<file path="src/rtl/pipe_ctrl_pkg.sv">
// Shared pipeline-control types, constants and the load-use hazard helper.
// Latency: n/a (types, constants and a pure combinational function).
// Backpressure: n/a.
package pipe_ctrl_pkg;

  // Memory-wait FSM states. WAIT is only entered on a data access that missed.
  typedef enum logic {
    RUN  = 1'b0,
    WAIT = 1'b1
  } ctrl_state_t;

  // Register zero is hard-wired, so a load targeting it can never cause a hazard.
  localparam logic [4:0] REG_ZERO = 5'd0;

  // Forwarding-mux select encodings, shared with the EX-stage forwarding unit.
  localparam logic [1:0] FWD_NONE = 2'b00;
  localparam logic [1:0] FWD_WB   = 2'b01;
  localparam logic [1:0] FWD_MEM  = 2'b10;

  // Bundle of pipeline register controls produced every cycle.
  typedef struct packed {
    logic pcWrite;
    logic ifidWrite;
    logic ifidFlush;
    logic idexBubble;
    logic pipeStall;
  } ctrl_t;

  // Free-running pipeline: every register advances, nothing is squashed.
  localparam ctrl_t CTRL_RUN = '{
    pcWrite:    1'b1,
    ifidWrite:  1'b1,
    ifidFlush:  1'b0,
    idexBubble: 1'b0,
    pipeStall:  1'b0
  };

  // A load in EX whose result is needed by the instruction in ID cannot be
  // forwarded in time; the consumer has to wait one cycle.
  function automatic logic loadUse(
    input logic       memRead,
    input logic [4:0] wbAddr,
    input logic [4:0] rsAddr,
    input logic [4:0] rtAddr,
    input logic       useRt
  );
    return memRead && (wbAddr != REG_ZERO) &&
           ((wbAddr == rsAddr) || (useRt && (wbAddr == rtAddr)));
  endfunction

endpackage

</file>
<file path="src/rtl/hazard_stall_ctrl_if.sv">
// Signal bundle between the pipeline datapath and the hazard/stall controller.
// Latency: n/a (wires only).
// Backpressure: memory req is held by the datapath until ack; the controller stalls meanwhile.
// Ports: ID/EX hazard inputs, MEM req/ack handshake, pipeline control outputs,
//        stall counter and sticky error flags.
interface hazard_stall_ctrl_if #(
  parameter int CNT_W = 32
);
  logic [4:0]       ID_rsAddr_i;
  logic [4:0]       ID_rtAddr_i;
  logic             ID_useRt_i;
  logic             EX_memRead_i;
  logic [4:0]       EX_wbAddr_i;
  logic             ID_branchTaken_i;
  logic             MEM_memReq_i;
  logic             MEM_memAck_i;
  logic             PC_write_o;
  logic             IFID_write_o;
  logic             IFID_flush_o;
  logic             IDEX_bubble_o;
  logic             pipe_stall_o;
  logic [CNT_W-1:0] stall_cnt_o;
  logic             timeout_o;
  logic             proto_err_o;

  // Datapath side: supplies hazard information, consumes the controls.
  modport master (
    output ID_rsAddr_i, ID_rtAddr_i, ID_useRt_i, EX_memRead_i, EX_wbAddr_i,
           ID_branchTaken_i, MEM_memReq_i, MEM_memAck_i,
    input  PC_write_o, IFID_write_o, IFID_flush_o, IDEX_bubble_o, pipe_stall_o,
           stall_cnt_o, timeout_o, proto_err_o
  );

  // Controller side.
  modport slave (
    input  ID_rsAddr_i, ID_rtAddr_i, ID_useRt_i, EX_memRead_i, EX_wbAddr_i,
           ID_branchTaken_i, MEM_memReq_i, MEM_memAck_i,
    output PC_write_o, IFID_write_o, IFID_flush_o, IDEX_bubble_o, pipe_stall_o,
           stall_cnt_o, timeout_o, proto_err_o
  );
endinterface

</file>
<file path="src/rtl/sat_counter.sv">
// Up-counter with synchronous clear that holds at MAX instead of wrapping.
// Latency: count visible one cycle after inc_i/clr_i.
// Backpressure: none; clr_i wins over inc_i.
// Ports: clk_i, rst_i (async active-low), clr_i, inc_i, cnt_o[W-1:0].
module sat_counter #(
  parameter int             W   = 8,
  parameter logic [W-1:0]   MAX = {W{1'b1}}
) (
  input  logic         clk_i,
  input  logic         rst_i,
  input  logic         clr_i,
  input  logic         inc_i,
  output logic [W-1:0] cnt_o
);

  always_ff @(posedge clk_i or negedge rst_i) begin
    if (!rst_i) begin
      cnt_o <= '0;
    end else if (clr_i) begin
      cnt_o <= '0;
    end else if (inc_i && (cnt_o != MAX)) begin
      cnt_o <= cnt_o + 1'b1;
    end
  end

endmodule

</file>
<file path="src/rtl/hazard_stall_ctrl.sv">
// ID-stage hazard controller: load-use bubbles, data-memory wait stalls, branch flushes.
// Latency: controls are combinational (same cycle as the hazard); counters/flags update on the edge.
// Backpressure: a pending memory access freezes the whole pipe until ack; load-use holds PC and IF/ID.
// Ports: clk_i, rst_i (async active-low), bus (hazard_stall_ctrl_if.slave).
module hazard_stall_ctrl
  import pipe_ctrl_pkg::*;
#(
  parameter int TIMEOUT_CYC = 64,
  parameter int CNT_W       = 32
) (
  input  logic                  clk_i,
  input  logic                  rst_i,
  hazard_stall_ctrl_if.slave    bus
);

  localparam int               WAIT_W   = $clog2(TIMEOUT_CYC + 1);
  localparam logic [WAIT_W-1:0] WAIT_MAX = WAIT_W'(TIMEOUT_CYC);

  ctrl_state_t       state;
  logic              lu;
  logic              ms;
  ctrl_t             ctrl;
  logic [WAIT_W-1:0] waitCnt;
  logic [CNT_W-1:0]  stallCnt;
  logic              timeoutQ;
  logic              protoErrQ;

  assign lu = loadUse(bus.EX_memRead_i, bus.EX_wbAddr_i, bus.ID_rsAddr_i,
                      bus.ID_rtAddr_i, bus.ID_useRt_i);

  // A miss stalls from the very cycle the request appears; in WAIT the stall
  // releases in the ack cycle so the pipe advances on that edge.
  assign ms = ((state == RUN)  && bus.MEM_memReq_i && !bus.MEM_memAck_i) ||
              ((state == WAIT) && !bus.MEM_memAck_i);

  // Priority: memory stall > load-use > taken branch. A branch that coincides
  // with a bubble is simply re-evaluated next cycle when ID is re-presented.
  // Reset forces the free-running controls regardless of hazard inputs.
  always_comb begin
    ctrl = CTRL_RUN;
    if (rst_i) begin
      if (ms) begin
        ctrl.pcWrite   = 1'b0;
        ctrl.ifidWrite = 1'b0;
        ctrl.pipeStall = 1'b1;
      end else if (lu) begin
        ctrl.pcWrite    = 1'b0;
        ctrl.ifidWrite  = 1'b0;
        ctrl.idexBubble = 1'b1;
      end else if (bus.ID_branchTaken_i) begin
        ctrl.ifidFlush = 1'b1;
      end
    end
  end

  // FSM plus sticky error flags.
  always_ff @(posedge clk_i or negedge rst_i) begin
    if (!rst_i) begin
      state     <= RUN;
      timeoutQ  <= 1'b0;
      protoErrQ <= 1'b0;
    end else begin
      if (state == RUN) begin
        if (bus.MEM_memReq_i && !bus.MEM_memAck_i) begin
          state <= WAIT;
        end
      end else begin
        if (bus.MEM_memAck_i) begin
          state <= RUN;
        end
      end
      // waitCnt counts stalled WAIT cycles starting at 1, so this fires at the
      // end of the TIMEOUT_CYC-th unacknowledged WAIT cycle.
      if ((state == WAIT) && !bus.MEM_memAck_i && (waitCnt == WAIT_MAX)) begin
        timeoutQ <= 1'b1;
      end
      if (bus.MEM_memAck_i && !bus.MEM_memReq_i) begin
        protoErrQ <= 1'b1;
      end
    end
  end

  // Counts consecutive memory-stall cycles; any non-stall cycle clears it, so
  // it reads 1 in the first WAIT cycle.
  sat_counter #(
    .W   (WAIT_W),
    .MAX (WAIT_MAX)
  ) u_waitCnt (
    .clk_i (clk_i),
    .rst_i (rst_i),
    .clr_i (!ms),
    .inc_i (ms),
    .cnt_o (waitCnt)
  );

  sat_counter #(
    .W (CNT_W)
  ) u_stallCnt (
    .clk_i (clk_i),
    .rst_i (rst_i),
    .clr_i (1'b0),
    .inc_i (!ctrl.pcWrite),
    .cnt_o (stallCnt)
  );

  assign bus.PC_write_o    = ctrl.pcWrite;
  assign bus.IFID_write_o  = ctrl.ifidWrite;
  assign bus.IFID_flush_o  = ctrl.ifidFlush;
  assign bus.IDEX_bubble_o = ctrl.idexBubble;
  assign bus.pipe_stall_o  = ctrl.pipeStall;
  assign bus.stall_cnt_o   = stallCnt;
  assign bus.timeout_o     = timeoutQ;
  assign bus.proto_err_o   = protoErrQ;

endmodule

</file>
<file path="src/flat_wrapper.sv">
// flat-port wrapper written by rule: the top's interface ports become plain ports
module hazard_stall_ctrl_flat import pipe_ctrl_pkg::*;
#(
  parameter int TIMEOUT_CYC = 64,
  parameter int CNT_W       = 32
)
  (clk_i, rst_i, bus_ID_rsAddr_i, bus_ID_rtAddr_i, bus_ID_useRt_i, bus_EX_memRead_i, bus_EX_wbAddr_i, bus_ID_branchTaken_i, bus_MEM_memReq_i, bus_MEM_memAck_i, bus_PC_write_o, bus_IFID_write_o, bus_IFID_flush_o, bus_IDEX_bubble_o, bus_pipe_stall_o, bus_stall_cnt_o, bus_timeout_o, bus_proto_err_o);
  hazard_stall_ctrl_if #(.CNT_W(CNT_W)) bus_i ();
  input  logic clk_i;
  input  logic rst_i;
  input wire logic [$bits(bus_i.ID_rsAddr_i)-1:0] bus_ID_rsAddr_i;
  input wire logic [$bits(bus_i.ID_rtAddr_i)-1:0] bus_ID_rtAddr_i;
  input wire logic [$bits(bus_i.ID_useRt_i)-1:0] bus_ID_useRt_i;
  input wire logic [$bits(bus_i.EX_memRead_i)-1:0] bus_EX_memRead_i;
  input wire logic [$bits(bus_i.EX_wbAddr_i)-1:0] bus_EX_wbAddr_i;
  input wire logic [$bits(bus_i.ID_branchTaken_i)-1:0] bus_ID_branchTaken_i;
  input wire logic [$bits(bus_i.MEM_memReq_i)-1:0] bus_MEM_memReq_i;
  input wire logic [$bits(bus_i.MEM_memAck_i)-1:0] bus_MEM_memAck_i;
  output wire logic [$bits(bus_i.PC_write_o)-1:0] bus_PC_write_o;
  output wire logic [$bits(bus_i.IFID_write_o)-1:0] bus_IFID_write_o;
  output wire logic [$bits(bus_i.IFID_flush_o)-1:0] bus_IFID_flush_o;
  output wire logic [$bits(bus_i.IDEX_bubble_o)-1:0] bus_IDEX_bubble_o;
  output wire logic [$bits(bus_i.pipe_stall_o)-1:0] bus_pipe_stall_o;
  output wire logic [$bits(bus_i.stall_cnt_o)-1:0] bus_stall_cnt_o;
  output wire logic [$bits(bus_i.timeout_o)-1:0] bus_timeout_o;
  output wire logic [$bits(bus_i.proto_err_o)-1:0] bus_proto_err_o;
  assign bus_i.ID_rsAddr_i = bus_ID_rsAddr_i;
  assign bus_i.ID_rtAddr_i = bus_ID_rtAddr_i;
  assign bus_i.ID_useRt_i = bus_ID_useRt_i;
  assign bus_i.EX_memRead_i = bus_EX_memRead_i;
  assign bus_i.EX_wbAddr_i = bus_EX_wbAddr_i;
  assign bus_i.ID_branchTaken_i = bus_ID_branchTaken_i;
  assign bus_i.MEM_memReq_i = bus_MEM_memReq_i;
  assign bus_i.MEM_memAck_i = bus_MEM_memAck_i;
  assign bus_PC_write_o = bus_i.PC_write_o;
  assign bus_IFID_write_o = bus_i.IFID_write_o;
  assign bus_IFID_flush_o = bus_i.IFID_flush_o;
  assign bus_IDEX_bubble_o = bus_i.IDEX_bubble_o;
  assign bus_pipe_stall_o = bus_i.pipe_stall_o;
  assign bus_stall_cnt_o = bus_i.stall_cnt_o;
  assign bus_timeout_o = bus_i.timeout_o;
  assign bus_proto_err_o = bus_i.proto_err_o;
  hazard_stall_ctrl #(.TIMEOUT_CYC(TIMEOUT_CYC), .CNT_W(CNT_W)) u_core (.clk_i(clk_i), .rst_i(rst_i), .bus(bus_i));
endmodule
</file>
<file path="config.mk">
export PLATFORM = sky130hd
export DESIGN_NAME = hazard_stall_ctrl_flat
export DESIGN_NICKNAME = d
export VERILOG_FILES = /design/src/rtl/pipe_ctrl_pkg.sv /design/src/rtl/hazard_stall_ctrl_if.sv /design/src/rtl/sat_counter.sv /design/src/rtl/hazard_stall_ctrl.sv /design/src/flat_wrapper.sv
export SDC_FILE = /design/constraint.sdc
export NUM_CORES = 1
export LEC_CHECK = 0
export ABC_AREA = 1
export BUFFER_PORTS_ARGS = -buffer_cell sky130_fd_sc_hd__buf_2
export CORE_MARGIN = 8
export CORE_UTILIZATION = 52
export CTS_BUF_LIST = sky130_fd_sc_hd__clkbuf_4 sky130_fd_sc_hd__clkbuf_8
export DETAILED_ROUTE_END_ITERATION = 8
export GPL_ROUTABILITY_DRIVEN = 0
export PLACE_DENSITY = 0.76
export SYNTH_ARGS = -nofsm -noshare
export SYNTH_HDL_FRONTEND = slang
export SYNTH_HIERARCHICAL = 1
export SYNTH_SLANG_ARGS = --single-unit
</file>
<file path="constraint.sdc">
create_clock -name clk_i -period 4.38 [get_ports clk_i]
set_clock_uncertainty 0.1 [all_clocks]
set_input_delay 0.438 -clock clk_i [delete_from_list [all_inputs] [get_ports clk_i]]
set_output_delay 0.438 -clock clk_i [all_outputs]
set_load 0.02 [all_outputs]
</file>
### Word level (Yosys, flattened, before mapping)

Cells that the tools add are included.

* bits in registers: 42
* input bits: 22
* output and inout bits: 39
* word-level logic and storage cells: 44

* add/sub/neg operators: 2
* equal/unequal tests: 6
* multiplexer cells: 13
* bitwise gates (word level): 1
* reduce and logical (&&, ||, !) cells: 17

Operator list (count)
* $add A32 B1 Y32 const B: 1
* $ne A32 B32 Y1 const B: 1
* $mux W7: 2
* $logic_and A1 B1 Y1: 11
* $eq A5 B5 Y1: 2
* $add A7 B1 Y7 const B: 1
* $eq A7 B7 Y1 const B: 1
* $mux W1: 7
* $ne A7 B7 Y1 const B: 1
* $mux W2: 3
* $mux W5: 1
* $reduce_bool A5 Y1: 1
* $logic_not A1 Y1: 3
* $logic_or A1 B1 Y1: 2
* $ne A2 B1 Y1 const B: 1
* $not A1 Y1: 1

### Logic depth before layout (Yosys ltp)

Gate-level depths: netlist (run 1).

* word-level depth: 9
* mapped depth: 14
* depth with buffers taken out: 13

### Hierarchy

Netlist (run 1), hierarchy kept.

Modules (own cells, without submodules)
* sat_counter (u_core.u_stallCnt): instances 1, cells an instance 345, area an instance 2243.4 um^2, seq. area each 800.8 um^2
* sat_counter (u_core.u_waitCnt): instances 1, cells an instance 67, area an instance 470.5 um^2, seq. area each 175.2 um^2
* hazard_stall_ctrl: instances 1, cells an instance 77, area an instance 401.6 um^2, seq. area each 75.1 um^2

### Least setup slack after synthesis (run 1)

No wires, ideal clock.

* path type: in2out
* start: input port bus_MEM_memReq_i
* end: output port bus_PC_write_o
* arrival: 1.554 ns
* required time: 3.842 ns
* slack: 2.288 ns
* stages on the path: 6
* path buffers: 1
* path through: inv_1 > a21oi_1 > inv_1 > nand2_1 > nand2_1 > buf_4

* longest elaborated chain between the ends: 5

RTL lines
* start, declared: RTL line flat_wrapper.sv:17 `input wire logic [$bits(bus_i.MEM_memReq_i)-1:0] bus_MEM_memReq_i;`
* $logic_and A1 B1 Y1 (2 in series): RTL line hazard_stall_ctrl.sv:33 `assign ms = ((state == RUN) && bus.MEM_memReq_i && !bus.MEM_memAck_i) ||`
* $logic_or A1 B1 Y1: RTL line hazard_stall_ctrl.sv:33
* via u_core.ms: RTL line hazard_stall_ctrl.sv:21 `logic ms;`
* $mux W2: RTL line hazard_stall_ctrl.sv:42 `if (ms) begin`
* $mux W5: RTL line hazard_stall_ctrl.sv:41 `if (rst_i) begin`
* end, declared: RTL line flat_wrapper.sv:19 `output wire logic [$bits(bus_i.PC_write_o)-1:0] bus_PC_write_o;`

The timed path passes the listed nets, and every way through them passes these cells.

### Worst setup path after layout (run 1)

* start: input port rst_i
* end: register u_core.u_stallCnt.cnt_o[14]

* longest elaborated chain between the ends: 3

RTL lines
* start, declared: RTL line flat_wrapper.sv:10 `input logic rst_i;`
* $mux W5: RTL line hazard_stall_ctrl.sv:41
* $logic_not A1 Y1: RTL line hazard_stall_ctrl.sv:102 `.inc_i (!ctrl.pcWrite),`
* $logic_and A1 B1 Y1: RTL line sat_counter.sv:21 `end else if (inc_i && (cnt_o != MAX)) begin`
* end signal, assigned: RTL line sat_counter.sv:22 `cnt_o <= cnt_o + 1'b1;`
* end, declared: RTL line sat_counter.sv:13 `output logic [W-1:0] cnt_o`

No other way between the ends.
A chain may end at the register's enable or synchronous reset.

==> results of run 1 <==
==> synthesized netlist by cell type, types with 2 or more instances <==
master and instances:
nand3_1 44, xor2_1 6, inv_2 4, buf_6 5, nand2_1 188, inv_1 53
o21ai_0 5, nand3_2 2, nand4_1 11, nor2_2 6, nand2_2 6, o21ai_1 10
ha_1 3, nor2_4 2, clkbuf_1 2, dfrtp_1 42, nor2_1 67, xnor2_1 5
nand2_4 4, a21oi_1 7
==> state kept, by name (all words and copies together), names as in the netlist <==
name / cells
u_core/bus.timeout_o: 1
u_core/state: 1
u_core/u_waitCnt/cnt_o: 7
u_core/u_stallCnt/cnt_o: 32
u_core/bus.proto_err_o: 1
==> through the flow <==
step                power (mW)  area [um2]
floorplan                0.466        3130
global placement         0.493        3450
detailed placement       0.495        3450
CTS                      0.797        3570
global route             0.828        3570
finish                   0.787        3570
==> what timing repair did <==
item | CTS | global route
endpoints found under the hold margin | 11 | 0
resized for setup | 0 | 0
hold buffers | 1 | 0
==> kinds of logic (layout without fill, tap and decap cells) <==
kind of cell / after synthesis / in the layout / synth area share [%]
fa+ha+maj: 3 / 3 / 1.20
buf+inv: 70 / 130 / 10.0
compound gates: 25 / 25 / 4.30
xor+xnor: 11 / 11 / 3.09
flops: 42 / 42 / 33.7
other cells: 1 / 5 / 0.120
simple gates: 337 / 337 / 47.6
==> area by class of cell <==
type | instances | share of cell area [%]
inverter | 60 | 6.48
multi-input combinational | 381 | 49.5
timing repair buffer | 62 | 8.90
sequential | 42 | 29.4
tap | 75 | 2.63
clock buffer | 8 | 3.08
==> power breakdown <==
group	total, mW	switching [mW]	internal, mW
combinational	0.0938	0.0658	0.0280
clock	0.297	0.138	0.159
sequential	0.396	0.00467	0.392
total	0.787	0.208	0.579
==> worst max-delay path by stage <==
stage,start,slack (ps),cells after the start,end
6_report,rst_i,1550,8,u_core/u_stallCnt/cnt_o[14]
5_1_grt,rst_i,1290,8,u_core/u_stallCnt/cnt_o[28]
4_1_cts,rst_i,1560,8,u_core/u_stallCnt/cnt_o[27]
3_5_place_dp,bus_MEM_memReq_i,1490,9,u_core/u_stallCnt/cnt_o[27]
3_3_place_gp,bus_MEM_memReq_i,1600,9,u_core/u_stallCnt/cnt_o[27]
2_1_floorplan,bus_MEM_memReq_i,2290,6,bus_PC_write_o
==> worst register-to-register path: stages, from the launching register on <==
cell     delay (ps)
dfrtp_1         330
inv_1            60
a21oi_1         540
nand2_1         140
nand2_1         230
inv_1            70
a21oi_1         930
nand4_1         200
nand2_1         120
==> per-layer routing <==
layer | up-vias | track usage, % | share of wire [%]
li1 | 1640 | - | -
met2 | 68 | 32.2 | 48
met1 | 1487 | 24.1 | 44
met5 | - | 0 | 0
met4 | 0 | 4.16 | 0.75
met3 | 7 | 4.41 | 7.0
==> flow_metrics.env, run 1 <==
export IMPL_yosysTopAreaCell="dfrtp_1"
export IMPL_antenna_cells=0
export IMPL_synth_flop_cell="dfrtp_1"
export IMPL_viasPerCell=5.10
export IMPL_hold_end="u_core/state"
export IMPL_die_h_um=93.4
export IMPL_pin_count=61
export IMPL_coreArea_um2=5850
export IMPL_antenna_found_initial=0
export IMPL_synth_cells=489
export IMPL_setup_violations=0
export IMPL_slowest_stage="a21oi_1"
export IMPL_post_route_util_pct=61.1
export IMPL_end_kind="register"
export IMPL_cts_tree="built"
export IMPL_crit_fanout=16
export IMPL_synth_seq_cells=42
export IMPL_ir_drop_mv=0.117
export IMPL_start_util_pct=53.3
export IMPL_synth_edf_count=0
export IMPL_post_cts_buffers=0
export IMPL_reg2reg_slack_ps=1610
export IMPL_port_buffers=60
export IMPL_wl_per_cell_um=12.7
export IMPL_yosysWarnings=6
export IMPL_layout_setup_ws_ps=1550
export IMPL_ys_seq_area_share_pct=33.7
export IMPL_period_needed_ps=2830
export IMPL_crit_path_start_kind="input pin"
export IMPL_grt_pass1_vias=2995
export IMPL_mostFrequentLayoutCell="nand2_1"
export IMPL_multi_input_area_um2=1770
export IMPL_dp_cells=619
export IMPL_instances_no_fill=628
export IMPL_tns_ps=0
export IMPL_wirelength_mm=7.99
export IMPL_reg2reg_from="u_core/state"
export IMPL_ff_latch_area_um2=1050
export IMPL_die_w_um=93.4
export IMPL_worstReg2RegEnd="u_core/u_stallCnt/cnt_o[14]"
export IMPL_max_freq_mhz=353
export IMPL_required_ps=4510
export IMPL_clk_pin_slew_worst_paths_ps=80
export IMPL_worstMarginPinSlew_ps=1220
export IMPL_clock_sinks=42
export IMPL_holdPathStages=2
export IMPL_synth_area_leaders="dfrtp_1, nand2_1, nor2_1"
export IMPL_crit_family="buffers and inverters"
export IMPL_worstPathCellList="dlygate4sd3_1 > buf_2 > nand3_2 > nand2_1 > inv_1 > a21oi_1 > nand4_1 > nand2_1"
export IMPL_p_leak_nw=1.89
export IMPL_status="finished clean"
export IMPL_vias=3202
export IMPL_cts_made_buffers=5
export IMPL_cts_root_buf="clkbuf_8"
export IMPL_async_reset_ff_share_pct=100
export IMPL_slew_headroom_pct=19.0
export IMPL_grt_max_degree=32
export IMPL_synth_top_area_share_pct=33.7
export IMPL_path_class="input pin to register"
export IMPL_worst_ep_arrival_time_ps=2970
export IMPL_cp_slowest_stage_delay_ps=920
export IMPL_hold_worst_slack_ps=229
export IMPL_dpl_worst_slack_ps=1490
export IMPL_grt_usage_pct=19.1
export IMPL_worst_path_buf_inv=3
export IMPL_cp_common_cell="nand2_1"
export IMPL_first_iter_violations=241
export IMPL_maxSlewViolCount=0
export IMPL_period_share_pct=64.7
export IMPL_r2r_cells=8
export IMPL_yosysUniqueCellTypes=37
export IMPL_avgSynthCellArea_um2=6.37
export IMPL_layout_common_cells="nand2_1, nor2_1, buf_2"
export IMPL_power_density_nw_per_um2=220
export IMPL_syn_cell_area_um2=3120
export IMPL_drive_above_1_share_pct=17.9
export IMPL_grt_overflow_total=0
export IMPL_die_area_um2=8720
export IMPL_synthToLayoutAreaGrowth_pct=14.7
export IMPL_route_detailed_drc=0
export IMPL_dr_pass1_iters=4
export IMPL_cts_max_level=2
export IMPL_hp_class="input pin to register"
export IMPL_rsz0062_at_grt="no"
export IMPL_dp_hpwl_mm=5.95
export IMPL_finalHoldViolations=0
export IMPL_clk_latency_ps=300
export IMPL_hp_start="bus_MEM_memAck_i"
export IMPL_fillers=560
export IMPL_final_nets=577
export IMPL_row_count=28
export IMPL_cts_buffer_depth=2
export IMPL_grt_first_pass_wirelength_mm=13.8
export IMPL_drv_cap=0
export IMPL_antenna_left=0
Power figures use the tool's default switching activity.
==> run 2: changes to the inputs <==
- ABC_AREA: 1 -> 0
- PLACE_DENSITY: 0.76 -> 0.78
- clock period: 4.38 -> 2.95 ns (I/O delays scaled with it)
==> run 2 against run 1 <==
Combinational power up 12%. Highest routed layer unchanged. Sequential power up 47%. Critical endpoint is now u_core/u_stallCnt/cnt_o[31]. Worst setup slack worse by 1300 ps. Largest power group unchanged. Largest cell class unchanged.
==> flow_metrics.env, run 2 <==
export IMPL_hp_class="input pin to register"
export IMPL_wirelength_mm=6.39
export IMPL_cts_buffer_depth=2
export IMPL_clock_sinks=42
export IMPL_rsz0062_at_grt="no"
export IMPL_largest_reg_flops=32
export IMPL_power_internal_uw=808
export IMPL_max_freq_mhz=376
export IMPL_drv_cap=0
export IMPL_reg2reg_from="u_core/state"
export IMPL_fillers=430
export IMPL_setup_violations=0
export IMPL_pin_count=61
export IMPL_switching_power_uw=273
export IMPL_comb_power_share_pct=9.7
export IMPL_grt_pass1_vias=2275
export IMPL_synth_edf_count=0
export IMPL_r2r_cells=9
export IMPL_cts_made_buffers=5
export IMPL_cts_resized_gates=0
export IMPL_synthToLayoutAreaGrowth_pct=18.6
export IMPL_yosysUniqueCellTypes=52
export IMPL_status="finished clean"
export IMPL_die_w_um=86.6
export IMPL_grt_overflow_total=0
export IMPL_port_buffers=60
export IMPL_avgSynthCellArea_um2=9.23
export IMPL_worstMarginPinSlew_ps=671
export IMPL_synth_flop_cell="dfrtp_1"
export IMPL_crit_path_end="u_core/u_stallCnt/cnt_o[31]"
export IMPL_path_class="input pin to register"
export IMPL_crit_fanout=14
export IMPL_yosysTopAreaCell="dfrtp_1"
export IMPL_reg2reg_slack_ps=430
export IMPL_final_nets=371
export IMPL_cts_max_level=2
export IMPL_ys_seq_area_share_pct=40.5
export IMPL_grt_first_pass_wirelength_mm=10.8
export IMPL_grt_usage_pct=17.6
export IMPL_sw_frac_of_total_pct=25.2
export IMPL_cts_tree="built"
export IMPL_antenna_left=0
export IMPL_placed_cell_area_um2=2970
export IMPL_dpl_worst_slack_ps=119
export IMPL_die_area_um2=7510
export IMPL_period_needed_ps=2660
export IMPL_ff_latch_area_um2=1050
export IMPL_period_share_pct=90.2
export IMPL_mostFrequentLayoutCell="buf_2"
export IMPL_coreArea_um2=4750
export IMPL_synth_cells=281
export IMPL_hp_start="bus_MEM_memAck_i"
export IMPL_crit_path_start="rst_i"
export IMPL_finish_instance_area_um2=3080
export IMPL_start_util_pct=54.6
export IMPL_synth_commonest_cells="dfrtp_1, nor2_1, xnor2_1"
export IMPL_seqPwrFrac_pct=54.0
export IMPL_wl_per_cell_um=15.4
export IMPL_slew_headroom_pct=54.9
export IMPL_layout_setup_ws_ps=290
export IMPL_dp_cells=405
export IMPL_clk_latency_ps=300
export IMPL_instances_no_fill=414
export IMPL_async_reset_ff_share_pct=100
export IMPL_yosysMostFrequentCell="dfrtp_1"
export IMPL_p_clk_share_pct=36.3
export IMPL_cts_root_buf="clkbuf_8"
export IMPL_crit_path_start_kind="input pin"
export IMPL_maxSlewViolCount=0
export IMPL_finalHoldViolations=0
export IMPL_viasPerCell=5.65
export IMPL_row_count=25
export IMPL_antenna_cells=0
export IMPL_route_detailed_drc=0
export IMPL_multi_input_area_um2=1460
export IMPL_power_density_nw_per_um2=351
export IMPL_hold_worst_slack_ps=87.9
export IMPL_reg_top3="u_core/u_stallCnt/cnt_o: 32 flops, u_core/u_waitCnt/cnt_o: 7 flops"
export IMPL_dr_pass1_iters=4
export IMPL_ir_drop_mv=0.216
export IMPL_tns_ps=0
export IMPL_dp_hpwl_mm=4.77
export IMPL_p_leak_nw=1.40
export IMPL_clk_pin_slew_worst_paths_ps=80
export IMPL_worstReg2RegEnd="u_core/u_stallCnt/cnt_o[31]"
export IMPL_post_route_util_pct=64.7
export IMPL_vias=2340
export IMPL_first_iter_violations=128
export IMPL_yosysWarnings=6
export IMPL_synth_seq_cells=42
export IMPL_p_total_mw=1.08
export IMPL_antenna_found_initial=0
export IMPL_syn_cell_area_um2=2590
export IMPL_layout_common_cells="buf_2, dfrtp_1, nor2_1"
export IMPL_synth_top_area_share_pct=40.5
export IMPL_drive_above_1_share_pct=26.2
export IMPL_die_h_um=86.6
export IMPL_synth_area_leaders="dfrtp_1, xnor2_1, nor2_1"
export IMPL_worst_ep_arrival_time_ps=2750
export IMPL_top_register="u_core/u_stallCnt/cnt_o"
export IMPL_required_ps=3040
export IMPL_end_kind="register"
export IMPL_grt_max_degree=29
-- run 2: cell types whose count changed after synthesis, moves of 8 or more --
| cell | delta |
|---|---|
| a21oi_1 | +8 |
| and3_1 | +8 |
| inv_1 | -41 |
| nand2_1 | -171 |
| nand3_1 | -28 |
| nor2_1 | -35 |
| o21ai_1 | -10 |
| xnor2_1 | +15 |
-- run 2: power by group through the flow --
stage | clock network, mW | logic (mW) | registers, mW
after floorplan | 0 | 0.0565 | 0.596
after global placement | 0 | 0.0994 | 0.595
after detailed placement | 0 | 0.102 | 0.595
after CTS | 0.411 | 0.103 | 0.583
after global routing | 0.430 | 0.119 | 0.584
final | 0.393 | 0.105 | 0.583
-- run 2: cells by family (layout without fill, tap and decap cells) --
logic type               after synthesis  count (layout)  share of synthesized area [%]
AND/OR/NAND/NOR                      134             134                           30.1
AO/OA/AOI/OAI                         46              46                           12.2
flip-flops                            42              42                           40.5
XOR/XNOR                              25              25                           8.44
buffers and inverters                 22              85                           3.57
multiplexers                           8               8                           3.57
adder cells (fa/ha/maj)                3               3                           1.45
other                                  1               4                          0.145
-- run 2: worst min path at each step --
stage / cells after the start / slack [ps] / to
after floorplan: 0 / -100 / u_core/bus.proto_err_o
after global placement: 2 / 210 / u_core/u_waitCnt/cnt_o[1]
after detailed placement: 2 / 210 / u_core/u_waitCnt/cnt_o[1]
after CTS: 2 / 80 / u_core/state
after global routing: 2 / 90 / u_core/state
final: 2 / 90 / u_core/state
-- run 2: routing by layer --
layer	wire, um	track usage [%]	vias up
met5	0	0	-
met4	76	5.48	0
met3	492	5.48	9
met2	2760	27.5	69
met1	3060	22.5	1121
li1	-	-	1141
-- run 2: what timing repair did --
action,4_1_cts,5_1_grt
hold buffers,1,0
hold endpoints to repair,42,0
setup buffers,0,0
-- run 2: area by class of cell --
| type | count | share of cell area [%] |
|---|---|---|
| timing repair buffer | 65 | 11.1 |
| tap | 67 | 2.72 |
| sequential | 42 | 34.1 |
| clock buffer | 6 | 2.68 |
| inverter | 12 | 1.46 |
| clock inverter | 2 | 0.407 |
| multi-input combinational | 220 | 47.5 |
-- run 2: worst max-delay path, stage by stage --
cell and delay, ps:
dlygate4sd3_1 530, buf_2 140, and2_1 160, a31o_1 170
and3_1 260, nand4_1 120, a21o_1 330, nor4_1 380
mux2_2 370
